## config.mk

```make
export PLATFORM = sky130hd
export DESIGN_NAME = big_core_mem_arb
export DESIGN_NICKNAME = d
export VERILOG_FILES = /design/src/rtl/big_core_pkg.sv /design/src/rtl/big_core_region_dec.sv /design/src/rtl/big_core_mem_arb.sv
export SDC_FILE = /design/constraint.sdc
export NUM_CORES = 1
export LEC_CHECK = 0
export CORE_AREA = 2 2 121 123
export CTS_CLUSTER_DIAMETER = 200
export DETAILED_ROUTE_END_ITERATION = 8
export DIE_AREA = 0 0 123 125
export PLACE_DENSITY_LB_ADDON = 0.12
export SLEW_MARGIN = 20
export SYNTH_ARGS = -nofsm -noshare
export SYNTH_HDL_FRONTEND = slang
export SYNTH_SLANG_ARGS = --single-unit
```

## constraint.sdc

```tcl
create_clock -name Clk -period 3.2 [get_ports Clk]
set_input_delay 0.64 -clock Clk [delete_from_list [all_inputs] [get_ports Clk]]
set_output_delay 0.64 -clock Clk [all_outputs]
set_load 0.02 [all_outputs]
```

## src/rtl/big_core_pkg.sv

```systemverilog
// big_core_pkg: shared memory-map bounds and arbiter/region enums for the big_core data bus
package big_core_pkg;
  localparam logic [31:0] D_MEM_REGION_FLOOR  = 32'h0001_0000;
  localparam logic [31:0] D_MEM_REGION_ROOF   = 32'h0001_FFFF;
  localparam logic [31:0] CR_MEM_REGION_FLOOR = 32'h00FE_0000;
  localparam logic [31:0] CR_MEM_REGION_ROOF  = 32'h00FE_FFFF;
  localparam logic [31:0] VGA_MEM_REGION_FLOOR = 32'h00FF_0000;
  localparam logic [31:0] VGA_MEM_REGION_ROOF  = 32'h00FF_95FF;
  typedef enum logic {IDLE, RD_WAIT} t_mem_arb_state;
  typedef enum logic [1:0] {REG_DMEM, REG_CR, REG_VGA, REG_NONE} t_mem_region;
endpackage

```

## src/rtl/big_core_region_dec.sv

```systemverilog
// big_core_region_dec: maps a byte address to its memory region (inclusive bounds)
//   addr   in  32  byte address
//   region out     decoded region, REG_NONE when unmapped
module big_core_region_dec
  import big_core_pkg::*;
(
  input  logic [31:0] addr,
  output t_mem_region region
);
  always_comb
    region = (addr >= D_MEM_REGION_FLOOR && addr <= D_MEM_REGION_ROOF) ? REG_DMEM :
             (addr >= CR_MEM_REGION_FLOOR && addr <= CR_MEM_REGION_ROOF) ? REG_CR :
             (addr >= VGA_MEM_REGION_FLOOR && addr <= VGA_MEM_REGION_ROOF) ? REG_VGA : REG_NONE;
endmodule

```

## src/rtl/big_core_mem_arb.sv

```systemverilog
// big_core_mem_arb: round-robin arbiter of two masters onto the region-decoded data bus
//   Clk/Rst_N        clock, async active-low reset
//   ReqN*            request channel and read/err response of requester N (0 = core, 1 = secondary)
//   Mem*             shared target bus with one-hot region selects; MemRdData returns read data
module big_core_mem_arb
  import big_core_pkg::*;
#(
  parameter int RD_LATENCY = 1
) (
  input  logic        Clk,
  input  logic        Rst_N,
  input  logic        Req0Valid,
  output logic        Req0Ready,
  input  logic [31:0] Req0Addr,
  input  logic        Req0Wr,
  input  logic [3:0]  Req0ByteEn,
  input  logic [31:0] Req0WrData,
  output logic        Req0RdValid,
  output logic [31:0] Req0RdData,
  output logic        Req0Err,
  input  logic        Req1Valid,
  output logic        Req1Ready,
  input  logic [31:0] Req1Addr,
  input  logic        Req1Wr,
  input  logic [3:0]  Req1ByteEn,
  input  logic [31:0] Req1WrData,
  output logic        Req1RdValid,
  output logic [31:0] Req1RdData,
  output logic        Req1Err,
  output logic        MemDMemSel,
  output logic        MemCrSel,
  output logic        MemVgaSel,
  output logic        MemWr,
  output logic [31:0] MemAddr,
  output logic [3:0]  MemByteEn,
  output logic [31:0] MemWrData,
  input  logic [31:0] MemRdData
);
  t_mem_arb_state state_q, state_d;
  logic [2:0]     lat_cnt_q, lat_cnt_d;
  logic           owner_q, owner_d, last_gnt_q, last_gnt_d;
  logic [1:0]     err_q, err_d, unm_rd_q, unm_rd_d;
  logic           gnt0, gnt1, gnt, g_wr, mapped, rd_go, rd_done;
  logic [31:0]    g_addr;
  t_mem_region    region;
  // Ties go to the requester not granted last; Rst_N gating keeps Ready low while reset is held.
  always_comb begin
    gnt0   = Rst_N && state_q == IDLE && Req0Valid && (!Req1Valid || last_gnt_q);
    gnt1   = Rst_N && state_q == IDLE && Req1Valid && (!Req0Valid || !last_gnt_q);
    gnt    = gnt0 || gnt1;
    g_addr = gnt1 ? Req1Addr : gnt0 ? Req0Addr : '0;
    g_wr   = gnt1 ? Req1Wr : gnt0 && Req0Wr;
  end
  big_core_region_dec u_dec (.addr(g_addr), .region(region));
  always_comb begin
    mapped      = region != REG_NONE;
    rd_go       = gnt && mapped && !g_wr;
    rd_done     = state_q == RD_WAIT && lat_cnt_q == 3'd1;
    Req0Ready   = gnt0;
    Req1Ready   = gnt1;
    MemDMemSel  = gnt && region == REG_DMEM;
    MemCrSel    = gnt && region == REG_CR;
    MemVgaSel   = gnt && region == REG_VGA;
    MemWr       = gnt && g_wr;
    MemAddr     = g_addr;
    MemByteEn   = gnt1 ? Req1ByteEn : gnt0 ? Req0ByteEn : '0;
    MemWrData   = gnt1 ? Req1WrData : gnt0 ? Req0WrData : '0;
    Req0RdValid = (rd_done && !owner_q) || unm_rd_q[0];
    Req1RdValid = (rd_done && owner_q) || unm_rd_q[1];
    Req0RdData  = (rd_done && !owner_q) ? MemRdData : '0;
    Req1RdData  = (rd_done && owner_q) ? MemRdData : '0;
    Req0Err     = err_q[0];
    Req1Err     = err_q[1];
    state_d     = rd_go ? RD_WAIT : rd_done ? IDLE : state_q;
    lat_cnt_d   = rd_go ? 3'(RD_LATENCY) : state_q == RD_WAIT ? lat_cnt_q - 3'd1 : lat_cnt_q;
    owner_d     = rd_go ? gnt1 : owner_q;
    last_gnt_d  = gnt ? gnt1 : last_gnt_q;
    err_d       = {gnt1 && !mapped, gnt0 && !mapped};
    unm_rd_d    = {gnt1 && !mapped && !g_wr, gnt0 && !mapped && !g_wr};
  end
  always_ff @(posedge Clk or negedge Rst_N)
    if (!Rst_N) begin
      state_q    <= IDLE;
      lat_cnt_q  <= '0;
      owner_q    <= 1'b0;
      last_gnt_q <= 1'b1;
      err_q      <= '0;
      unm_rd_q   <= '0;
    end else begin
      state_q    <= state_d;
      lat_cnt_q  <= lat_cnt_d;
      owner_q    <= owner_d;
      last_gnt_q <= last_gnt_d;
      err_q      <= err_d;
      unm_rd_q   <= unm_rd_d;
    end
endmodule

```

# --- Yosys cells after proc, flatten, opt, wreduce, memory -nomap -nowiden ---
# Cells that the tools add are included.
totals:
  reg_bits: 10
  n_memories: 0
  latch_bits: 0
  ram_bits: 0
  rom_bits: 0
  word_cells: 70
op_classes:
  muxes: 16
  multipliers: 0
  shifts: 0
  reduce_logical: 36
  n_lt_le_gt_ge: 6
  addsub: 1
  n_bitwise: 1
  n_eq_ne: 4
  div_mod_pow: 0
op_table:
  columns: ["op", "n"]
  rows:
  - ["32-bit 2-to-1 mux", 6]
  - ["32-bit by 24-bit >= comparator with 1-bit output, second input constant", 2]
  - ["32-bit by 24-bit <= comparator with 1-bit output, second input constant", 2]
  - ["32-bit by 17-bit >= comparator with 1-bit output, second input constant", 1]
  - ["32-bit by 17-bit <= comparator with 1-bit output, second input constant", 1]
  - ["1-bit logical AND", 22]
  - ["4-bit 2-to-1 mux", 2]
  - ["1-bit zero test", 6]
  - ["3-bit 2-to-1 mux", 2]
  - ["1-bit logical OR", 5]
  - ["1-bit 2-to-1 mux", 4]
  - ["2-bit 2-to-1 mux", 2]
  - ["2-bit nonzero test", 2]
  - ["3-bit by 1-bit equality test with 1-bit output, second input constant", 1]
  - ["3-bit by 1-bit subtractor with 3-bit output, second input constant", 1]
  - ["2-bit by 1-bit equality test with 1-bit output, second input constant", 1]
  - ["2-bit equality test, second input constant", 1]
  - ["2-bit zero test", 1]
  - ["2-bit inequality test, second input constant", 1]
  - ["1-bit NOT", 1]

# --- Longest topological paths before layout ---
logic_depth:
  ltp_word: 15
  depth_mapped: 10
  mapped_depth_nobuf: 8

# --- Modules after synthesis ---
# Synthesis repeated with hierarchy kept, for this count alone.
hier_totals:
  hier_cells: 225
  hier_area_um2: 1821.7
by_module_without_submodules:
  columns: ["mod", "cells_each", "area_each_um2", "n_inst"]
  rows:
  - ["big_core_mem_arb", 209, 1725.4, 1]
  - ["big_core_region_dec", 16, 96.3, 1]

# --- Worst setup path before layout ---
# Ideal clock, no wire load.
synth_timing:
  path_type: "in2out"
  start: "in Req0Valid"
  end: "out MemVgaSel"
  required_time_ns: 2.560
  path_buffers: 1
  arrival_ns: 2.784
  path_stages: 8
  path_slack_ns: -0.224
  path_cell_list: "a21oi_2 -> nand2_4 -> inv_2 -> clkbuf_8 -> a22oi_1 -> nor3_1 -> nand3_1 -> a2111oi_0"
synth_between:
  elab_chain_len: 11
  elab_cells_between_ends: 22
synth_lines:
  columns: ["element", "line", "rtl"]
  rows:
  - ["start, declared", "big_core_mem_arb.sv:12", "input logic Req0Valid,"]
  - ["1-bit logical AND or 1-bit zero test (tied branches)", "big_core_mem_arb.sv:48, big_core_mem_arb.sv:49", null]
  - ["1-bit logical AND or 1-bit logical OR (tied branches)", "big_core_mem_arb.sv:48, big_core_mem_arb.sv:49", null]
  - ["32-bit 2-to-1 mux or 1-bit logical AND (tied branches)", "big_core_mem_arb.sv:51, big_core_mem_arb.sv:49", null]
  - ["32-bit 2-to-1 mux", "big_core_mem_arb.sv:51", "g_addr = gnt1 ? Req1Addr : gnt0 ? Req0Addr : '0;"]
  - ["32-bit by 24-bit >= comparator with 1-bit output or 32-bit by 24-bit <= comparator with 1-bit output (tied branches)", "big_core_region_dec.sv:13", "(addr >= VGA_MEM_REGION_FLOOR && addr <= VGA_MEM_REGION_ROOF) ? REG_VGA : REG_NONE;"]
  - ["1-bit logical AND", "big_core_region_dec.sv:13", null]
  - ["1-bit 2-to-1 mux", "big_core_region_dec.sv:13", null]
  - ["2-bit 2-to-1 mux", "big_core_region_dec.sv:12", "(addr >= CR_MEM_REGION_FLOOR && addr <= CR_MEM_REGION_ROOF) ? REG_CR :"]
  - ["2-bit 2-to-1 mux", "big_core_region_dec.sv:11", "region = (addr >= D_MEM_REGION_FLOOR && addr <= D_MEM_REGION_ROOF) ? REG_DMEM :"]
  - ["2-bit equality test", "big_core_mem_arb.sv:63", "MemVgaSel = gnt && region == REG_VGA;"]
  - ["1-bit logical AND (*)", "big_core_mem_arb.sv:63", null]
  - ["end, declared", "big_core_mem_arb.sv:32", "output logic MemVgaSel,"]
# Every way passes the cells marked *; elsewhere a longest branch is shown, timed or not.

# --- Worst setup path after layout ---
layout_timing:
  start: "in Req1Addr[29]"
  end: "reg owner_q"
layout_between:
  elab_chain_len: 9
  elab_cells_between_ends: 16
layout_lines:
  columns: ["element", "line", "rtl"]
  rows:
  - ["start, declared", "big_core_mem_arb.sv:23", "input logic [31:0] Req1Addr,"]
  - ["32-bit 2-to-1 mux (*)", "big_core_mem_arb.sv:51", null]
  - ["32-bit by 24-bit >= comparator with 1-bit output or 32-bit by 24-bit <= comparator with 1-bit output (tied branches)", "big_core_region_dec.sv:13", null]
  - ["1-bit logical AND", "big_core_region_dec.sv:13", null]
  - ["1-bit 2-to-1 mux", "big_core_region_dec.sv:13", null]
  - ["2-bit 2-to-1 mux", "big_core_region_dec.sv:12", null]
  - ["2-bit 2-to-1 mux (*)", "big_core_region_dec.sv:11", null]
  - ["2-bit inequality test (*)", "big_core_mem_arb.sv:56", "mapped = region != REG_NONE;"]
  - ["1-bit logical AND (*) (2 in series)", "big_core_mem_arb.sv:57", "rd_go = gnt && mapped && !g_wr;"]
  - ["end signal, assigned", "big_core_mem_arb.sv:92", "owner_q <= owner_d;"]
  - ["end, declared", "big_core_mem_arb.sv:41", "logic owner_q, owner_d, last_gnt_q, last_gnt_d;"]
# Marked as above.
# A chain may end at the register's enable or synchronous reset.

==> parameters.txt <==
Parameter                              Value

Status
  Result of the run    finished, final reports clean

Hold path
  Worst Hold Path EP    owner_q$_DFFE_PN0P_
  Path category of the worst min-delay check    register to register
  Min-Delay Startpoint    owner_q$_DFFE_PN0P_
  Number of cells on the worst hold path    1

Global route
  Wire length of the first global-routing pass    20360 um
  Initial antenna violation count    0
  GR met3 Demand/Resource    about 4.2%
  Met2 Resource Use GR    34.55%
  Number of global-route vias before repair    between 3000 and 4000
  Largest net degree at the start of global routing    34
  Combined global-route utilization of all metal layers    17.19%
  Fraction of met1 tracks used by global routing    17.71%
  GRT busiest layer    met2
  Total gr overflow    0

Clock network
  Largest buffer count on any clock path    2
  Clock Latency Late Sink    roughly 240 ps
  Maximum level of the CTS H-tree    1
  TritonCTS clock tree    done
  Clk sink count    10
  Clock root buffer master    clkbuf_16
  Clock edge transition at the registers on the reported setup and hold paths    40 ps
  Number of buffers created by CTS    3

Worst setup path
  Sequence of cells on the critical path    clkdlybuf4s15_1 > nor4_2 > nand2_1 > a22o_4 > nor3_4 > buf_4 > buf_4 > buf_4 > buf_4 > buf_4 > buf_4 > buf_4 > buf_4 > buf_4 > buf_4 > o2111ai_4 > a21bo_1 > a22o_1
  Buf/Inv on CP    11
  Largest driver fanout on the critical path    2
  Worst Setup Start Kind    primary input
  Worst R2R Start    last_gnt_q$_DFFE_PN1P_
  Capture instance of the worst register-to-register path    owner_q$_DFFE_PN0P_
  Data arrival at the endpoint of the critical path    3250 ps
  Data required time of the worst path    between 3000 and 4000 ps
  Crit path top cell by count    buf_4
  Category of the most critical setup path    primary input to register
  Reg2Reg Depth    18
  Delay-heaviest family, CP    buffers and inverters
  Worst Setup End Kind    register
  Cell with the largest stage delay on the worst path    nor4_2
  CP max stage delay    about 320 ps
  Minimum setup slack among reg-to-reg paths    280 ps

STA
  Min Hold Slack    525.9 ps
  Setup-failing EPs final    0
  Max Clock Skew    2.792 ps
  Crit share post-route    98.01%
  Least-Margin Pin Slew    ~530 ps
  Worst relative slew slack    between 60 and 70%
  Final hold vios    0
  Pins over their slew limit    0
  Maximum clock frequency    0.3188 GHz
  Tmin final    3136 ps

Floorplanning
  Floorplan Core Area    14200 um2
  Standard-cell rows    44
  Die width    123 um
  Starting Density    13.79%
  Die Outline Area    ~15000 um2
  Y dimension of the die    ~130 um
  Io pins    316

Synthesis
  Synth Area in Adders    1.278%
  Cell count after synthesis    260
  Share of cell area taken by muxes after synthesis    0%
  Async SR Flop Fraction    100.0%
  Sequential fraction of the synthesis area    12.84%
  Dominant register cell in the synthesized netlist    dfrtp_1
  Fraction of the mapped netlist area in compound gates    about two fifths
  Yosys reg bits    10
  Simple-gate share of the synthesized area    37.57%
  Dominant cells by area after synthesis    a22o_1, and2_1, dfrtp_1
  Dominant combinational cell family by area after synthesis    compound AO/OA/AOI/OAI gates
  Cell accounting for the most synthesized area    a22o_1
  Average instance area after synthesis    about 7.5 um2
  Yosys synthesis warning count    0
  Dominant cell by count in the synthesized netlist    a22o_1
  Syn_nets    436
  Fraction of post-synthesis cell area in the top cell type by area    29.52%
  Count of flip-flops with a built-in enable after synthesis    0
  Parity-gate share of the synthesized area counting xor and xnor cells    less than 1%
  Synthesized area    1958 um2
  Number of distinct standard cells referenced by the synthesized netlist    49
  Ranking of synthesized cells by instance count    a22o_1, and2_1, nand2_1, clkbuf_1, dfrtp_1

Route
  Total routed wirelength    roughly 14000 um
  Count of vias placed by the detailed router    3504
  Mean number of vias per cell    roughly 4.4
  Remaining DRCs    0
  Number of detailed-routing iterations run before antenna repair    4
  Count of antenna-violating nets left after detailed routing    0
  DRC violation total after the first TritonRoute iteration    127
  Average wire per standard cell    17.77 um

Finish
  Synthesis-to-layout area growth    201.2%
  Share of final-layout standard cells stronger than drive strength 1    between 15 and 20%
  Diode insertion count for antenna repair    0
  Net count reported at finish    between 700 and 800
  Fill cell total of the finished layout    1501
  Final core area utilization    41.52%

Power and ir drop
  Leakage power figure    2.618 nW
  Highest ir drop seen on vdd    0.1615 mV
  Cell area power density    289.9 nW/um2

Placement
  Routability Congestion    just under 0.9
  Port-buffer cells    315
  Final HPWL from detailed placement    12200 um

Run
  Number of max-cap violations    0
-- cell type report --
type	count	area (um2)	share of cell area (%)
inverters	7	33.78	0.5729
well taps	184	230.2	3.904
clock buffers	4	88.84	1.506
repair buffers	377	3626	61.49
multi-input cells	220	1667	28.26
flip-flops and latches	10	251.5	4.265
-- through the flow --
stage	setup WS [ps]	TNS [ps]	power, mW	instances	instance area (um2)
final	63.66	0	1.709	802	5897
after global routing	-18.06	-31.34	1.812	802	5897
after CTS	-2.979	-3.411	1.710	800	5799
after detailed placement	-796.1	-23000	1.458	783	5584
after global placement	-788.2	-20760	1.451	783	5584
after floorplan	33.70	0	0.7584	260	1959
-- cell usage in the layout (no fill, tap or decap), drive strengths merged, types with 2 or more instances in the layout --
cell type / n
clkdlybuf4s50: 263
a22o: 67
and2: 66
buf: 66
dlygate4sd2: 29
nand2: 18
dlymetal6s2s: 15
dfrtp: 9
a21oi: 8
nor4: 8
nor2: 7
inv: 7
clkbuf: 7
o21ai: 4
or4: 4
nor3: 4
a22oi: 3
nand4: 3
a32oi: 3
nand3: 3
o22ai: 2
a31oi: 2
or2: 2
ha: 2
-- kinds of logic after synthesis --
| family | count (synthesis) |
|---|---|
| buffers and inverters | 30 |
| flip-flops | 10 |
| AO/OA/AOI/OAI | 95 |
| XOR/XNOR | 2 |
| adder cells (fa/ha/maj) | 2 |
| AND/OR/NAND/NOR | 121 |
-- sequential cells by signal, summed over array words and instances (netlist names) --
register    count
owner_q         1
unm_rd_q        2
last_gnt_q      1
err_q           2
lat_cnt_q       3
state_q         1
-- routing by layer --
layer | wire, um | vias to the layer above
met5 | 0 | -
met4 | 177 | 0
met3 | 980 | 12
met2 | 7938 | 145
met1 | 5157 | 1650
li1 | - | 1697
-- how the worst max path moves through the flow --
| stage | startpoint | to | slack, ps | cells after the start |
|---|---|---|---|---|
| floorplan | Req0Valid | MemVgaSel | 30 | 8 |
| global placement | Req0Addr[29] | MemVgaSel | -790 | 8 |
| detailed placement | Req1Addr[30] | MemVgaSel | -800 | 8 |
| CTS | Req1Addr[28] | MemVgaSel | -3 | 8 |
| global route | Req1Addr[29] | owner_q$_DFFE_PN0P_ | -20 | 18 |
| finish | Req1Addr[29] | owner_q$_DFFE_PN0P_ | 60 | 18 |
-- report_power, final --
group / switching (mW) / leakage, nW / internal [mW]
clock: 0.0581 / 0.0442 / 0.188
combinational: 0.584 / 2.45 / 0.678
sequential: 0.0295 / 0.126 / 0.172
-- timing repair --
action                                  CTS  global route
hold buffers                              0             0
pin swaps                                 8            11
endpoints found under the setup margin   71            12
buffers inserted                         13             2
gates resized for setup                  69            31
Note: power is estimated with default switching activity, not from simulation.
